$ cat config.mk
export PLATFORM = sky130hd
export DESIGN_NAME = bitwise_logic_accum_flat
export DESIGN_NICKNAME = d
export VERILOG_FILES = /design/src/rtl/bitwise_logic_accum_pkg.sv /design/src/rtl/bitwise_logic_accum_if.sv /design/src/rtl/bitwise_op_comb.sv /design/src/rtl/bitwise_logic_accum.sv /design/src/flat_wrapper.sv
export SDC_FILE = /design/constraint.sdc
export NUM_CORES = 1
export LEC_CHECK = 0
export ABC_AREA = 1
export ABC_CLOCK_PERIOD_IN_PS = 2000
export BUFFER_PORTS_ARGS = -buffer_cell sky130_fd_sc_hd__clkbuf_2
export CORE_AREA = 2 2 137 139
export CTS_CLUSTER_SIZE = 40
export DETAILED_ROUTE_END_ITERATION = 6
export DIE_AREA = 0 0 139 141
export HOLD_SLACK_MARGIN = 0.08
export PLACE_DENSITY = 0.85
export REMOVE_ABC_BUFFERS = 1
export SLEW_MARGIN = 20
export SYNTH_ARGS = -nofsm -noshare
export SYNTH_HDL_FRONTEND = slang
export SYNTH_SLANG_ARGS = --single-unit
$ cat constraint.sdc
create_clock -name clock -period 2 [get_ports clock]
set_input_delay 0.2 -clock clock [delete_from_list [all_inputs] [get_ports clock]]
set_output_delay 0.2 -clock clock [all_outputs]
set_load 0.02 [all_outputs]
$ cat src/rtl/bitwise_logic_accum_pkg.sv
// Shared op-code definitions for the bitwise logic unit and anything that drives it.
package logic_unit_pkg;

   localparam int LU_OP_W = 3;

   localparam logic [LU_OP_W-1:0] OP_AND   = 3'b000;
   localparam logic [LU_OP_W-1:0] OP_OR    = 3'b001;
   localparam logic [LU_OP_W-1:0] OP_XOR   = 3'b010;
   localparam logic [LU_OP_W-1:0] OP_NOR   = 3'b011;
   localparam logic [LU_OP_W-1:0] OP_NAND  = 3'b100;
   localparam logic [LU_OP_W-1:0] OP_XNOR  = 3'b101;
   localparam logic [LU_OP_W-1:0] OP_ANDN  = 3'b110;
   localparam logic [LU_OP_W-1:0] OP_PASSA = 3'b111;

endpackage

$ cat src/rtl/bitwise_logic_accum_if.sv
// Beat-in / result-out handshake bundle of the bitwise logic accumulator.
interface bitwise_logic_accum_if #(
   parameter int WIDTH = 32,
   parameter int CNT_W = 8
);
   import logic_unit_pkg::*;

   logic                 in_valid;
   logic                 in_ready;
   logic [WIDTH-1:0]     data_operandA;
   logic [WIDTH-1:0]     data_operandB;
   logic [LU_OP_W-1:0]   ctrl_op;
   logic                 in_first;
   logic                 in_last;
   logic                 out_valid;
   logic                 out_ready;
   logic [WIDTH-1:0]     result;
   logic                 result_zero;
   logic                 result_ones;
   logic [CNT_W-1:0]     beat_count;
   logic                 err_restart;

   modport master (
      output in_valid, data_operandA, data_operandB, ctrl_op, in_first, in_last, out_ready,
      input  in_ready, out_valid, result, result_zero, result_ones, beat_count, err_restart
   );

   modport slave (
      input  in_valid, data_operandA, data_operandB, ctrl_op, in_first, in_last, out_ready,
      output in_ready, out_valid, result, result_zero, result_ones, beat_count, err_restart
   );

endinterface

$ cat src/rtl/bitwise_op_comb.sv
// Purely combinational selectable bitwise operator z = OP(x, y).
module bitwise_op_comb import logic_unit_pkg::*; #(
   parameter int WIDTH = 32
) (
   input  logic [LU_OP_W-1:0] op,
   input  logic [WIDTH-1:0]   x,
   input  logic [WIDTH-1:0]   y,
   output logic [WIDTH-1:0]   z
);

   always_comb begin
      z = x;
      case (op)
         OP_AND:   z = x & y;
         OP_OR:    z = x | y;
         OP_XOR:   z = x ^ y;
         OP_NOR:   z = ~(x | y);
         OP_NAND:  z = ~(x & y);
         OP_XNOR:  z = ~(x ^ y);
         OP_ANDN:  z = x & ~y;
         default:  z = x;
      endcase
   end

endmodule

$ cat src/rtl/bitwise_logic_accum.sv
// Handshaked bitwise logic unit folding multi-beat groups into one registered result.
module bitwise_logic_accum #(
   parameter int WIDTH = 32,
   parameter int CNT_W = 8
) (
   input logic clock,
   input logic reset_n,
   bitwise_logic_accum_if.slave bus
);
   import logic_unit_pkg::*;

   localparam logic [CNT_W-1:0] CNT_MAX = '1;

   logic [WIDTH-1:0] acc;
   logic [CNT_W-1:0] acc_cnt;
   logic             group_active;

   logic             out_valid_q;
   logic [WIDTH-1:0] result_q;
   logic             result_zero_q;
   logic             result_ones_q;
   logic [CNT_W-1:0] beat_count_q;
   logic             err_restart_q;

   logic             accept;
   logic             group_start;
   logic [WIDTH-1:0] beat_val;
   logic [WIDTH-1:0] fold_val;
   logic [WIDTH-1:0] next_val;
   logic [CNT_W-1:0] next_cnt;

   assign bus.in_ready = !out_valid_q || bus.out_ready;
   assign accept       = bus.in_valid && bus.in_ready;
   assign group_start  = bus.in_first || !group_active;

   bitwise_op_comb #(.WIDTH(WIDTH)) u_op_beat (
      .op (bus.ctrl_op),
      .x  (bus.data_operandA),
      .y  (bus.data_operandB),
      .z  (beat_val)
   );

   // Later beats combine the running value with this beat's result using the same op.
   bitwise_op_comb #(.WIDTH(WIDTH)) u_op_fold (
      .op (bus.ctrl_op),
      .x  (acc),
      .y  (beat_val),
      .z  (fold_val)
   );

   always_comb begin
      next_val = fold_val;
      next_cnt = (acc_cnt == CNT_MAX) ? CNT_MAX : acc_cnt + 1'b1;
      if (group_start) begin
         next_val = beat_val;
         next_cnt = CNT_W'(1);
      end
   end

   // An accepted last beat in the handoff cycle reloads the output, keeping out_valid high.
   always_ff @(posedge clock or negedge reset_n) begin
      if (!reset_n) begin
         acc           <= '0;
         acc_cnt       <= '0;
         group_active  <= 1'b0;
         out_valid_q   <= 1'b0;
         result_q      <= '0;
         result_zero_q <= 1'b0;
         result_ones_q <= 1'b0;
         beat_count_q  <= '0;
         err_restart_q <= 1'b0;
      end else begin
         err_restart_q <= accept && bus.in_first && group_active;
         if (out_valid_q && bus.out_ready) begin
            out_valid_q <= 1'b0;
         end
         if (accept) begin
            if (bus.in_last) begin
               result_q      <= next_val;
               beat_count_q  <= next_cnt;
               result_zero_q <= (next_val == '0);
               result_ones_q <= (next_val == '1);
               out_valid_q   <= 1'b1;
               group_active  <= 1'b0;
            end else begin
               acc          <= next_val;
               acc_cnt      <= next_cnt;
               group_active <= 1'b1;
            end
         end
      end
   end

   assign bus.out_valid   = out_valid_q;
   assign bus.result      = result_q;
   assign bus.result_zero = result_zero_q;
   assign bus.result_ones = result_ones_q;
   assign bus.beat_count  = beat_count_q;
   assign bus.err_restart = err_restart_q;

endmodule

$ cat src/flat_wrapper.sv
// flat-port wrapper written by rule: the top's interface ports become plain ports
module bitwise_logic_accum_flat import logic_unit_pkg::*;
#(
   parameter int WIDTH = 32,
   parameter int CNT_W = 8
)
  (clock, reset_n, bus_in_valid, bus_data_operandA, bus_data_operandB, bus_ctrl_op, bus_in_first, bus_in_last, bus_out_ready, bus_in_ready, bus_out_valid, bus_result, bus_result_zero, bus_result_ones, bus_beat_count, bus_err_restart);
  bitwise_logic_accum_if #(.WIDTH(WIDTH), .CNT_W(CNT_W)) bus_i ();
  input logic clock;
  input logic reset_n;
  input wire logic [$bits(bus_i.in_valid)-1:0] bus_in_valid;
  input wire logic [$bits(bus_i.data_operandA)-1:0] bus_data_operandA;
  input wire logic [$bits(bus_i.data_operandB)-1:0] bus_data_operandB;
  input wire logic [$bits(bus_i.ctrl_op)-1:0] bus_ctrl_op;
  input wire logic [$bits(bus_i.in_first)-1:0] bus_in_first;
  input wire logic [$bits(bus_i.in_last)-1:0] bus_in_last;
  input wire logic [$bits(bus_i.out_ready)-1:0] bus_out_ready;
  output wire logic [$bits(bus_i.in_ready)-1:0] bus_in_ready;
  output wire logic [$bits(bus_i.out_valid)-1:0] bus_out_valid;
  output wire logic [$bits(bus_i.result)-1:0] bus_result;
  output wire logic [$bits(bus_i.result_zero)-1:0] bus_result_zero;
  output wire logic [$bits(bus_i.result_ones)-1:0] bus_result_ones;
  output wire logic [$bits(bus_i.beat_count)-1:0] bus_beat_count;
  output wire logic [$bits(bus_i.err_restart)-1:0] bus_err_restart;
  assign bus_i.in_valid = bus_in_valid;
  assign bus_i.data_operandA = bus_data_operandA;
  assign bus_i.data_operandB = bus_data_operandB;
  assign bus_i.ctrl_op = bus_ctrl_op;
  assign bus_i.in_first = bus_in_first;
  assign bus_i.in_last = bus_in_last;
  assign bus_i.out_ready = bus_out_ready;
  assign bus_in_ready = bus_i.in_ready;
  assign bus_out_valid = bus_i.out_valid;
  assign bus_result = bus_i.result;
  assign bus_result_zero = bus_i.result_zero;
  assign bus_result_ones = bus_i.result_ones;
  assign bus_beat_count = bus_i.beat_count;
  assign bus_err_restart = bus_i.err_restart;
  bitwise_logic_accum #(.WIDTH(WIDTH), .CNT_W(CNT_W)) u_core (.clock(clock), .reset_n(reset_n), .bus(bus_i));
endmodule
==> results.json, run 1 <==
{
  "cts_buffer_depth": 2,
  "synthTopCellsByArea": "ha_1 (22%), nand2_1 (22%), dfrtp_1 (19%), o21ai_0 (8.8%), inv_1 (8.3%)",
  "synth_ff_type": "dfrtp_1",
  "synth_edf_count": 0,
  "io_buffer_count": 117,
  "die_h_um": 141,
  "synth_most_common_cell": "nand2_1",
  "clock_tree.htree_level_count": 3,
  "status": "did not finish",
  "cts_sinks": 85,
  "synth.top_cells.by_count": "nand2_1 (642), inv_1 (245), o21ai_0 (194), ha_1 (193), nor2_1 (186)",
  "globalplace.congestion": 0.957,
  "stop_error": "[ERROR GRT-0232] Routing congestion too high. Check the congestion heatmap in the GUI.",
  "syn_area_mm2": 0.0110,
  "grtUsageTotal_pct": 90.1,
  "worst_path_end_type": "register input",
  "synth.largest_area_cell": "ha_1",
  "initial_utilization_pct": 60.5,
  "synthCells": 1833,
  "place_area_mm2": 0.0136,
  "synth_top_area_share_pct": 21.9,
  "yosysSeqAreaShare_pct": 19.3,
  "ioPinCount": 118,
  "synth_seq_cells": 85,
  "syn_area_per_cell_um2": 6.03,
  "clock-root-buffer": "clkbuf_16",
  "cts_buffers": 9,
  "async_flop_share_pct": 100,
  "grt_max_degree": 56,
  "crit_endpoint": "u_core.bus.result_zero$_DFFE_PN0P_/D",
  "rows": 50,
  "stop_stage": "5_1_grt",
  "dp_hpwl_um": 25700,
  "die_w_um": 139,
  "ys_warn_count": 0,
  "synth.distinct_cells": 28,
  "grt_overflow": 291
}
## routing by layer
layer / GRT overflow / global-route usage, %
met5: 2 / 57.4
met4: 117 / 94.6
met1: 16 / 88.5
met3: 17 / 79.8
met2: 139 / 101
## through the flow
stage / std cells / worst slack [ns]
floorplan: 1746 / -1.50
global placement: 2339 / -0.672
detailed placement: 2339 / -0.787
CTS: 2420 / -0.190
## kinds of logic after synthesis
group | share of synthesized area [%]
simple gates | 35.1
fa+ha+maj | 21.9
flops | 19.3
compound gates | 11.1
xor+xnor | 0.159
buf+inv | 12.0
mux | 0.453
## what timing repair did
| action | CTS |
|---|---|
| buffers inserted | 58 |
| pin swaps | 103 |
| hold buffers | 2 |
| gates resized for setup | 245 |
| endpoints found under the hold margin | 31 |
| endpoints found under the setup margin | 60 |
| cloned | 7 |
==> run 2: changes to the inputs <==
Settings changed: CORE_AREA 2 2 137 139 to 2 2 170 172, CTS_CLUSTER_SIZE 40 to default, DIE_AREA 0 0 139 141 to 0 0 172 174, HOLD_SLACK_MARGIN 0.08 to default, PLACE_DENSITY 0.85 to default, PLACE_DENSITY_LB_ADDON from default to 0.15.
==> run 2 against run 1 <==
Synthesized area unchanged; synthesized cell count did not move; the flow now finishes, with violations (negative setup slack).
==> results.json, run 2 <==
{
  "first_pass_iters": 5,
  "antenna_cells": 0,
  "synth_top_area_share_pct": 21.9,
  "drive_above_1_share_pct": 34.6,
  "p_per_area_mw_per_mm2": 540,
  "cpMaxStageDelayCell": "ha_2",
  "finalNonFillerCells": 2617,
  "syn_area_mm2": 0.0110,
  "wirelength_um": 41000,
  "drv_cap": 0,
  "io_buffer_count": 117,
  "cts_sinks": 85,
  "maxSlewViolCount": 0,
  "wl_met2_um": 20300,
  "path_clk_slew_ns": 0.08,
  "power_mw": 9.05,
  "worst_path_largest_cell_delay_ns": 0.17,
  "synthCells": 1833,
  "initial_utilization_pct": 39.1,
  "critPathKind": "in2reg",
  "worstPathMaxFanout": 6,
  "grt_pass1_vias": 12600,
  "r2r-end": "u_core.bus.result_zero$_DFFE_PN0P_",
  "grt_overflow": 0,
  "dr_wl_met3_um": 1890,
  "layout_setup_ws_ns": -0.311,
  "fill_cells": 2676,
  "clock-root-buffer": "clkbuf_16",
  "worstPathRequired_ns": 2.30,
  "dp_slack_ns": -0.985,
  "worstPathArrival_ns": 2.61,
  "grt_pass1_wl_um": 62700,
  "synth_most_common_cell": "nand2_1",
  "grt_max_degree": 47,
  "synth.top_cells.by_count": "nand2_1 (642), inv_1 (245), o21ai_0 (194), ha_1 (193), nor2_1 (186)",
  "tritoncts": "yes",
  "synth_seq_cells": 85,
  "vias_per_cell": 4.99,
  "clock_tree.htree_level_count": 3,
  "grtUsageTotal_pct": 26.3,
  "worst-slew-pin-transition_ns": 0.473,
  "syn_area_per_cell_um2": 6.03,
  "synthTopCellsByArea": "ha_1 (22%), nand2_1 (22%), dfrtp_1 (19%), o21ai_0 (8.8%), inv_1 (8.3%)",
  "cpMostUsedCell": "nand2_1",
  "ys_warn_count": 0,
  "hp-class": "in2reg",
  "die_h_um": 174,
  "cts_buffer_depth": 2,
  "drtIter0Drc": 863,
  "fmax_mhz": 433,
  "critical-path-top-delay-family": "simple AND/OR/NAND/NOR gates",
  "utilization_pct": 59.4,
  "die_area_mm2": 0.0299,
  "post-route-period-util_pct": 116,
  "wire_per_inst_um": 15.6,
  "area_delta_synth_final_pct": 51.8,
  "antenna_left": 0,
  "dp.cells": 2503,
  "synth_edf_count": 0,
  "synth.distinct_cells": 28,
  "async_flop_share_pct": 100,
  "slew_headroom_pct": 68.5,
  "failed_checks": "negative setup slack",
  "reg2reg_depth": 15,
  "worst_r2r_startpoint": "u_core.acc[15]$_DFFE_PN0P_",
  "startpoint": "bus_ctrl_op[0]",
  "max-vdd-ir-drop_v": 0.000451,
  "layout.nets": 2494,
  "wl_met1_um": 17900,
  "rows": 62,
  "highest_layer": "met4",
  "crit_cells": 25,
  "antenna_found_initial": 0,
  "status": "complete, but fails checks",
  "dp_hpwl_um": 27600,
  "ioPinCount": 118,
  "yosysSeqAreaShare_pct": 19.3,
  "fin_worst_skew_ns": 0.0111,
  "regToRegSetupSlack_ns": 0.05,
  "clk_latency_ns": 0.36,
  "cts_buffers": 9,
  "synth_ff_type": "dfrtp_1",
  "synth.largest_area_cell": "ha_1",
  "design.core.area_mm2": 0.0282,
  "finalSetupViolations": 23,
  "power.leakage_nw": 9.12,
  "final_common_cell": "nand2_1",
  "die_w_um": 172,
  "crit_path_end": "u_core.bus.result_zero$_DFFE_PN0P_",
  "grt_setup_unrepaired": "true",
  "globalplace.congestion": 0.871,
  "vias": 13100,
  "cp-start-kind": "input port",
  "final_cell_mix": "nand2_1 (523), buf_4 (252), inv_1 (219)",
  "endpoint_kind": "flop",
  "cp.buffers_inverters": 8,
  "drcViolationCount": 0,
  "worst_hold_slack_ns": 0.0573,
  "hold_viol": 0,
  "period_minus_slack_ns": 2.31
}
==> run 2: worst min-delay path: stages <==
cell	delay, ns
clkbuf_2	0.09
nand2_1	0.06
nor2_1	0.04
==> run 2: timing repair <==
| action | in CTS | in global routing |
|---|---|---|
| hold buffers | 1 | 0 |
| setup buffers | 69 | 38 |
| gates resized for setup | 254 | 272 |
| hold endpoints to repair | 21 | 0 |
| cloned | 5 | 3 |
| setup endpoints to repair | 60 | 66 |
| pin swaps | 93 | 152 |
==> run 2: power breakdown <==
part	internal, mW	switching, mW	leakage (nW)
Clock	0.880	0.918	0.143
Sequential	2.04	0.259	1.10
Combinational	2.20	2.75	7.88
==> run 2: final cells by class <==
type	instances	area [µm²]	area share [%]
sequential	85	2130	12.7
tap	384	480	2.87
clock inverter	7	68.8	0.410
multi-input combinational	1409	8830	52.7
inverter	252	973	5.81
clock buffer	9	225	1.34
timing repair buffer	471	4060	24.2
==> run 2: routing by layer <==
metal / vias to the layer above / track usage [%]
met3: 78 / 2.85
met4: 0 / 7.32
met5: - / 0
met2: 357 / 46.7
met1: 6138 / 33.5
li1: 6487 / -
==> run 2: how the worst min path moves through the flow <==
stage	from	slack [ns]	end	cells after the start
global route	bus_in_first	0.06	u_core.bus.err_restart$_DFF_PN0_	3
global placement	reset_n	0.14	u_core.acc[8]$_DFFE_PN0P_	1
CTS	bus_in_first	0.04	u_core.bus.err_restart$_DFF_PN0_	3
detailed placement	reset_n	0.14	u_core.acc[8]$_DFFE_PN0P_	1
floorplan	reset_n	-0.1	u_core.acc[0]$_DFFE_PN0P_	0
finish	bus_in_first	0.06	u_core.bus.err_restart$_DFF_PN0_	3
==> run 2: cell families after synthesis <==
kind of cell,share of synthesized area [%]
AND/OR/NAND/NOR,35.1
flip-flops,19.3
adder cells (fa/ha/maj),21.9
buffers and inverters,12.0
multiplexers,0.453
XOR/XNOR,0.159
AO/OA/AOI/OAI,11.1
==> run 2: metrics by stage <==
stage | cell area (µm²) | TNS [ns]
after floorplan | 10700 | -92.35
after global placement | 13900 | -31.15
after detailed placement | 13900 | -33.19
after CTS | 15700 | -0.910
after global routing | 16800 | -8.37
final | 16800 | -2.43
(Power assumes the default switching activity.)
==> run 3: changes to the inputs <==
Settings changed: BUFFER_PORTS_ARGS -buffer_cell sky130_fd_sc_hd__clkbuf_2 to default, DONT_BUFFER_PORTS from default to 1.
==> run 3 against run 2 <==
The run ends with negative hold slack, negative setup slack left; global-route usage fell by 1.3 points; flip-flop and latch count did not move; clock skew rose by 0.0036 ns; combinational power fell by 20%; power fell by 8.4%; final cell count fell by 7.3%; routed wire length fell by 5.4%; first-iteration DRC count fell by 17%; count of clock-buffer cells in the layout did not move; worst setup slack improved by 0.20 ns; critical path depth fell by 2; critical path type unchanged; largest cell class unchanged; largest power group unchanged; highest routed layer unchanged.
==> results.json, run 3 (same netlist as run 2, synthesis figures left out) <==
{
  "worst_r2r_startpoint": "u_core.acc[16]$_DFFE_PN0P_",
  "slew_headroom_pct": 71.2,
  "clk_latency_ns": 0.37,
  "fin_worst_skew_ns": 0.0147,
  "p_sw_share_pct": 42.9,
  "fmax_mhz": 473,
  "p_sw_mw": 3.56,
  "grt_pass1_vias": 11700,
  "reg2reg_depth": 16,
  "area_delta_synth_final_pct": 36.6,
  "pwr-share-comb_pct": 47.8,
  "antenna_found_initial": 0,
  "rows": 62,
  "drv_cap": 0,
  "die_area_mm2": 0.0299,
  "worstPathRequired_ns": 2.32,
  "die_w_um": 172,
  "clock_tree.htree_level_count": 3,
  "failed_checks": "negative hold slack, negative setup slack",
  "intPower_mw": 4.73,
  "drcViolationCount": 0,
  "vias_per_cell": 4.96,
  "globalplace.congestion": 0.840,
  "post-route-period-util_pct": 106,
  "worstPathMaxFanout": 5,
  "grt_overflow": 0,
  "p_per_area_mw_per_mm2": 549,
  "multi_input_area_mm2": 0.00840,
  "grt_setup_unrepaired": "true",
  "drive_above_1_share_pct": 23.8,
  "register_area_mm2": 0.00213,
  "vias": 12000,
  "final_cell_mix": "nand2_1 (558), inv_1 (231), buf_4 (205)",
  "path_clk_slew_ns": 0.08,
  "finalSetupViolations": 5,
  "ioPinCount": 118,
  "wire_per_inst_um": 16.0,
  "r2r-end": "u_core.bus.result_zero$_DFFE_PN0P_",
  "hold_viol": 85,
  "cts_sinks": 85,
  "cts_buffers": 9,
  "io_buffer_count": 0,
  "regToRegSetupSlack_ns": 0.10,
  "grtUsageTotal_pct": 25.0,
  "die_h_um": 174,
  "dp_hpwl_um": 25400,
  "grt_max_degree": 86,
  "drtIter0Drc": 719,
  "status": "complete, but fails checks",
  "critPathKind": "in2reg",
  "fill_cells": 2815,
  "p_clk_share_pct": 21.9,
  "layout_setup_ws_ns": -0.115,
  "worst-slew-pin-transition_ns": 0.429,
  "cp-start-kind": "input port",
  "final_common_cell": "nand2_1",
  "clock-root-buffer": "clkbuf_16",
  "max-vdd-ir-drop_v": 0.000427,
  "layout.nets": 2303,
  "grt_pass1_wl_um": 59200,
  "maxSlewViolCount": 0,
  "period_minus_slack_ns": 2.11,
  "cts_buffer_depth": 2,
  "worstPathArrival_ns": 2.43,
  "hp-class": "in2async",
  "antenna_cells": 0,
  "postCtsHoldBufs": 1,
  "power_frac_seq_pct": 30.3,
  "wirelength_um": 38700,
  "antenna_left": 0,
  "endpoint_kind": "flop",
  "first_pass_iters": 5,
  "utilization_pct": 53.5,
  "power.leakage_nw": 8.13,
  "worst_hold_slack_ns": -0.487,
  "design.core.area_mm2": 0.0282,
  "tritoncts": "yes",
  "initial_utilization_pct": 39.1
}
-- run 3: cell types whose count changed in the layout (fill, tap and decap cells not counted), moves of 12 or more --
| cell | before | now |
|---|---|---|
| o21ai_0 | 75 | 110 |
| buf_6 | 59 | 23 |
| inv_2 | 28 | 16 |
| nand2_2 | 106 | 79 |
| clkbuf_2 | 113 | 1 |
| inv_1 | 219 | 231 |
| buf_4 | 252 | 205 |
| nand2_1 | 523 | 558 |
| ha_1 | 140 | 157 |
| o21ai_2 | 34 | 13 |
| o21ai_1 | 90 | 78 |
-- run 3: what timing repair did --
| item | in CTS | in global routing |
|---|---|---|
| gates resized for setup | 123 | 209 |
| cloned | 4 | 9 |
| setup buffers | 32 | 29 |
| hold endpoints to repair | 86 | 85 |
| endpoints found under the setup margin | 15 | 40 |
| pin swaps | 39 | 128 |
-- run 3: layout make-up --
class	instances	area share, %
repair buffers	280	18.6
inverters	252	6.48
clock inverters	7	0.497
multi-input cells	1409	55.6
flip-flops and latches	85	14.1
well taps	384	3.18
clock buffers	9	1.49
-- run 3: stage by stage --
stage | setup TNS, ns | total power [mW] | setup WS (ns) | cells | cell area [µm²]
2_1_floorplan | -92.35 | 4.40 | -1.50 | 1746 | 10700
3_3_place_gp | -17.94 | 5.55 | -0.635 | 2338 | 13000
3_5_place_dp | -19.33 | 5.61 | -0.636 | 2338 | 13000
4_1_cts | 0 | 7.75 | 0.000551 | 2391 | 14100
5_1_grt | -2.00 | 8.94 | -0.278 | 2426 | 15100
6_report | -0.239 | 8.29 | -0.115 | 2426 | 15100
-- run 3: per-layer routing --
layer  up-vias  GRT usage [%]  share of wire [%]
met2       274           42.6                 47
met4         0           9.28                3.4
met5         -              0                  0
met3        83           4.01                5.3
li1       6106              -                  -
met1      5572           31.5                 44
-- run 3: power by group through the flow --
stage | Combinational, mW | Sequential (mW) | Clock (mW)
2_1_floorplan | 1.93 | 2.47 | 0
3_3_place_gp | 3.03 | 2.52 | 0
3_5_place_dp | 3.08 | 2.53 | 0
4_1_cts | 3.39 | 2.50 | 1.86
5_1_grt | 4.46 | 2.56 | 1.92
6_report | 3.96 | 2.51 | 1.81
-- run 3: how the worst max path moves through the flow --
stage | start | to
floorplan | u_core.bus.out_valid$_DFF_PN0_ | u_core.acc_cnt[4]$_DFFE_PN0P_
global placement | bus_ctrl_op[0] | u_core.bus.result_zero$_DFFE_PN0P_
detailed placement | bus_ctrl_op[0] | u_core.bus.result_zero$_DFFE_PN0P_
CTS | bus_ctrl_op[0] | u_core.bus.result_zero$_DFFE_PN0P_
global route | bus_ctrl_op[0] | u_core.bus.result_ones$_DFFE_PN0P_
finish | bus_ctrl_op[0] | u_core.bus.result_zero$_DFFE_PN0P_
-- run 3: worst max-delay path, cell delays in order --
cell and delay (ns):
nor2_4 0.23, buf_12 0.15, clkbuf_16 0.13, nand3b_1 0.08
nand2_1 0.06, nor2_1 0.04, nand2_1 0.10, nand2_2 0.10
ha_4 0.27, inv_1 0.03, nand3_1 0.06, nand2_1 0.05
nor2_1 0.10, nand2_1 0.07, nand2_1 0.09, nand2_2 0.08
inv_2 0.07, nand2_2 0.05, nor2_4 0.11, nand2_2 0.08
nor2_2 0.12, nand3_1 0.08, nand2_1 0.06
==> run 4: changes to the inputs <==
Settings changed: CTS_BUF_LIST from default to sky130_fd_sc_hd__clkbuf_4 sky130_fd_sc_hd__clkbuf_8.
==> run 4 against run 3 <==
The flow still finishes with violations (negative hold slack, negative setup slack); largest power group unchanged; die area unchanged; critical path depth decreased by 2; flip-flop and latch count did not move; via count decreased by 1.8%.
==> results.json, run 4 (same netlist as run 2, synthesis figures left out) <==
{
  "worstPathMaxFanout": 72,
  "drive_above_1_share_pct": 22.0,
  "antenna_cells": 0,
  "die_h_um": 174,
  "cp.buffers_inverters": 4,
  "first_pass_iters": 7,
  "p_sw_mw": 3.44,
  "tritoncts": "yes",
  "antenna_left": 0,
  "clock_tree.htree_level_count": 3,
  "vias": 11800,
  "final_common_cell": "nand2_1",
  "fmax_mhz": 475,
  "drv_cap": 0,
  "vias_per_cell": 4.92,
  "fin_worst_skew_ns": 0.0199,
  "grt_overflow": 0,
  "slew_headroom_pct": 71.2,
  "hold_viol": 85,
  "design.core.area_mm2": 0.0282,
  "antenna_found_initial": 0,
  "register_area_mm2": 0.00213,
  "wire_per_inst_um": 15.7,
  "cpMaxStageDelayCell": "ha_4",
  "period_minus_slack_ns": 2.11,
  "globalplace.congestion": 0.840,
  "cts_buffer_depth": 2,
  "max-vdd-ir-drop_v": 0.000349,
  "fin_setup_tns_ns": -0.176,
  "grtUsageTotal_pct": 24.4,
  "wirelength_um": 37800,
  "initial_utilization_pct": 39.1,
  "drcViolationCount": 0,
  "die_area_mm2": 0.0299,
  "drtIter0Drc": 773,
  "layout.nets": 2278,
  "grt_max_degree": 86,
  "die_w_um": 172,
  "post-route-period-util_pct": 105,
  "grt_setup_unrepaired": "true",
  "dp.cells": 2338,
  "critPathKind": "in2reg",
  "intPower_mw": 4.26,
  "ioPinCount": 118,
  "clk_latency_ns": 0.41,
  "status": "complete, but fails checks",
  "worst-slew-pin-transition_ns": 0.429,
  "p_per_area_mw_per_mm2": 524,
  "hp-class": "in2async",
  "clock-root-buffer": "clkbuf_8",
  "power_frac_seq_pct": 32.5,
  "cpMostUsedCell": "nand2_1",
  "worst_path_largest_cell_delay_ns": 0.25,
  "multi_input_area_mm2": 0.00832,
  "finalNonFillerCells": 2401,
  "io_buffer_count": 0,
  "critical-path-top-delay-family": "simple AND/OR/NAND/NOR gates",
  "worstPathRequired_ns": 2.35,
  "power.leakage_nw": 7.94,
  "cp-start-kind": "input port",
  "worstPathArrival_ns": 2.46,
  "area_delta_synth_final_pct": 32.9,
  "failed_checks": "negative hold slack, negative setup slack",
  "final_cell_mix": "nand2_1 (562), inv_1 (234), buf_4 (189)",
  "path_cells": "inv_6 > nor2_4 > clkinv_4 > buf_12 > buf_4 > nand2_1 > nor2_1 > nand2_1 > nand2_2 > ha_4 > o21ai_1 > nor2_1 > nand2_1 > nand2_1 > nand2_2 > nand2_1 > nor2_1 > nand2_1 > nor2_2 > nand3_1 > nand2_1",
  "maxSlewViolCount": 0,
  "postCtsHoldBufs": 2,
  "path_clk_slew_ns": 0.12,
  "finalSetupViolations": 2,
  "endpoint_kind": "flop",
  "cts_buffers": 9,
  "grt_pass1_wl_um": 58100,
  "rows": 62,
  "p_clk_share_pct": 17.8,
  "layout_setup_ws_ns": -0.106,
  "cts_sinks": 85,
  "pwr-share-comb_pct": 49.7,
  "dp_hpwl_um": 25400,
  "grt_pass1_vias": 11400,
  "p_sw_share_pct": 44.7,
  "worst_hold_slack_ns": -0.532,
  "fill_cells": 2890
}
run 4: per-stage QoR:
stage	instance area, µm²	worst slack, ns	hold WS, ns	total power, mW	util [%]
floorplan	10700	-1.50	-0.0956	4.40	-
global placement	13000	-0.635	-0.0919	5.55	46.2
detailed placement	13000	-0.636	-0.0923	5.61	46.2
CTS	13600	0.00266	-0.557	7.15	48.2
global route	14700	-0.201	-0.565	8.36	52.0
finish	14700	-0.106	-0.532	7.70	52.0
run 4: final timing paths:
| kind | start | to | slack (ns) | depth (start not counted) |
|---|---|---|---|---|
| hold reg to reg | u_core.acc_cnt[4]$_DFFE_PN0P_ | u_core.acc_cnt[4]$_DFFE_PN0P_ | 0.50 | 2 |
| hold / removal | reset_n | u_core.bus.result[8]$_DFFE_PN0P_ | -0.53 | 0 |
| max in group asynchronous | reset_n | u_core.acc[2]$_DFFE_PN0P_ | 2.40 | 0 |
| min in group clock | bus_in_valid | u_core.group_active$_DFFE_PN0P_ | 0.07 | 2 |
| setup reg to reg | u_core.acc[16]$_DFFE_PN0P_ | u_core.bus.result_zero$_DFFE_PN0P_ | 0.09 | 16 |
| setup / recovery | bus_ctrl_op[2] | u_core.bus.result_ones$_DFFE_PN0P_ | -0.11 | 21 |
run 4: power groups by stage:
stage	combinational (mW)	clock, mW	sequential [mW]
after detailed placement	3.08	0	2.53
after CTS	3.23	1.42	2.50
after global placement	3.03	0	2.52
final	3.82	1.37	2.50
after floorplan	1.93	0	2.47
after global routing	4.32	1.48	2.55
run 4: layer usage:
layer | track usage, % | up-vias | wire, µm | share of wire [%]
met5 | 0 | - | 0 | 0
met4 | 7.14 | 0 | 951 | 2.5
met3 | 3.64 | 63 | 1890 | 5.0
met2 | 42.3 | 249 | 18200 | 48
met1 | 31.2 | 5463 | 16700 | 44
li1 | - | 6049 | - | -
run 4: layout make-up:
| class | count | area share (%) |
|---|---|---|
| Inverter | 252 | 6.60 |
| Clock inverter | 7 | 0.511 |
| Timing Repair Buffer | 255 | 17.6 |
| Sequential cell | 85 | 14.5 |
| Tap cell | 384 | 3.27 |
| Multi-Input combinational cell | 1409 | 56.7 |
| Clock buffer | 9 | 0.844 |
run 4: what timing repair did:
item / 4_1_cts / 5_1_grt
buffers inserted: 13 / 24
gates resized for setup: 55 / 213
endpoints found under the hold margin: 86 / 85
pin swaps: 14 / 131
endpoints found under the setup margin: 6 / 34
gates cloned: 2 / 8
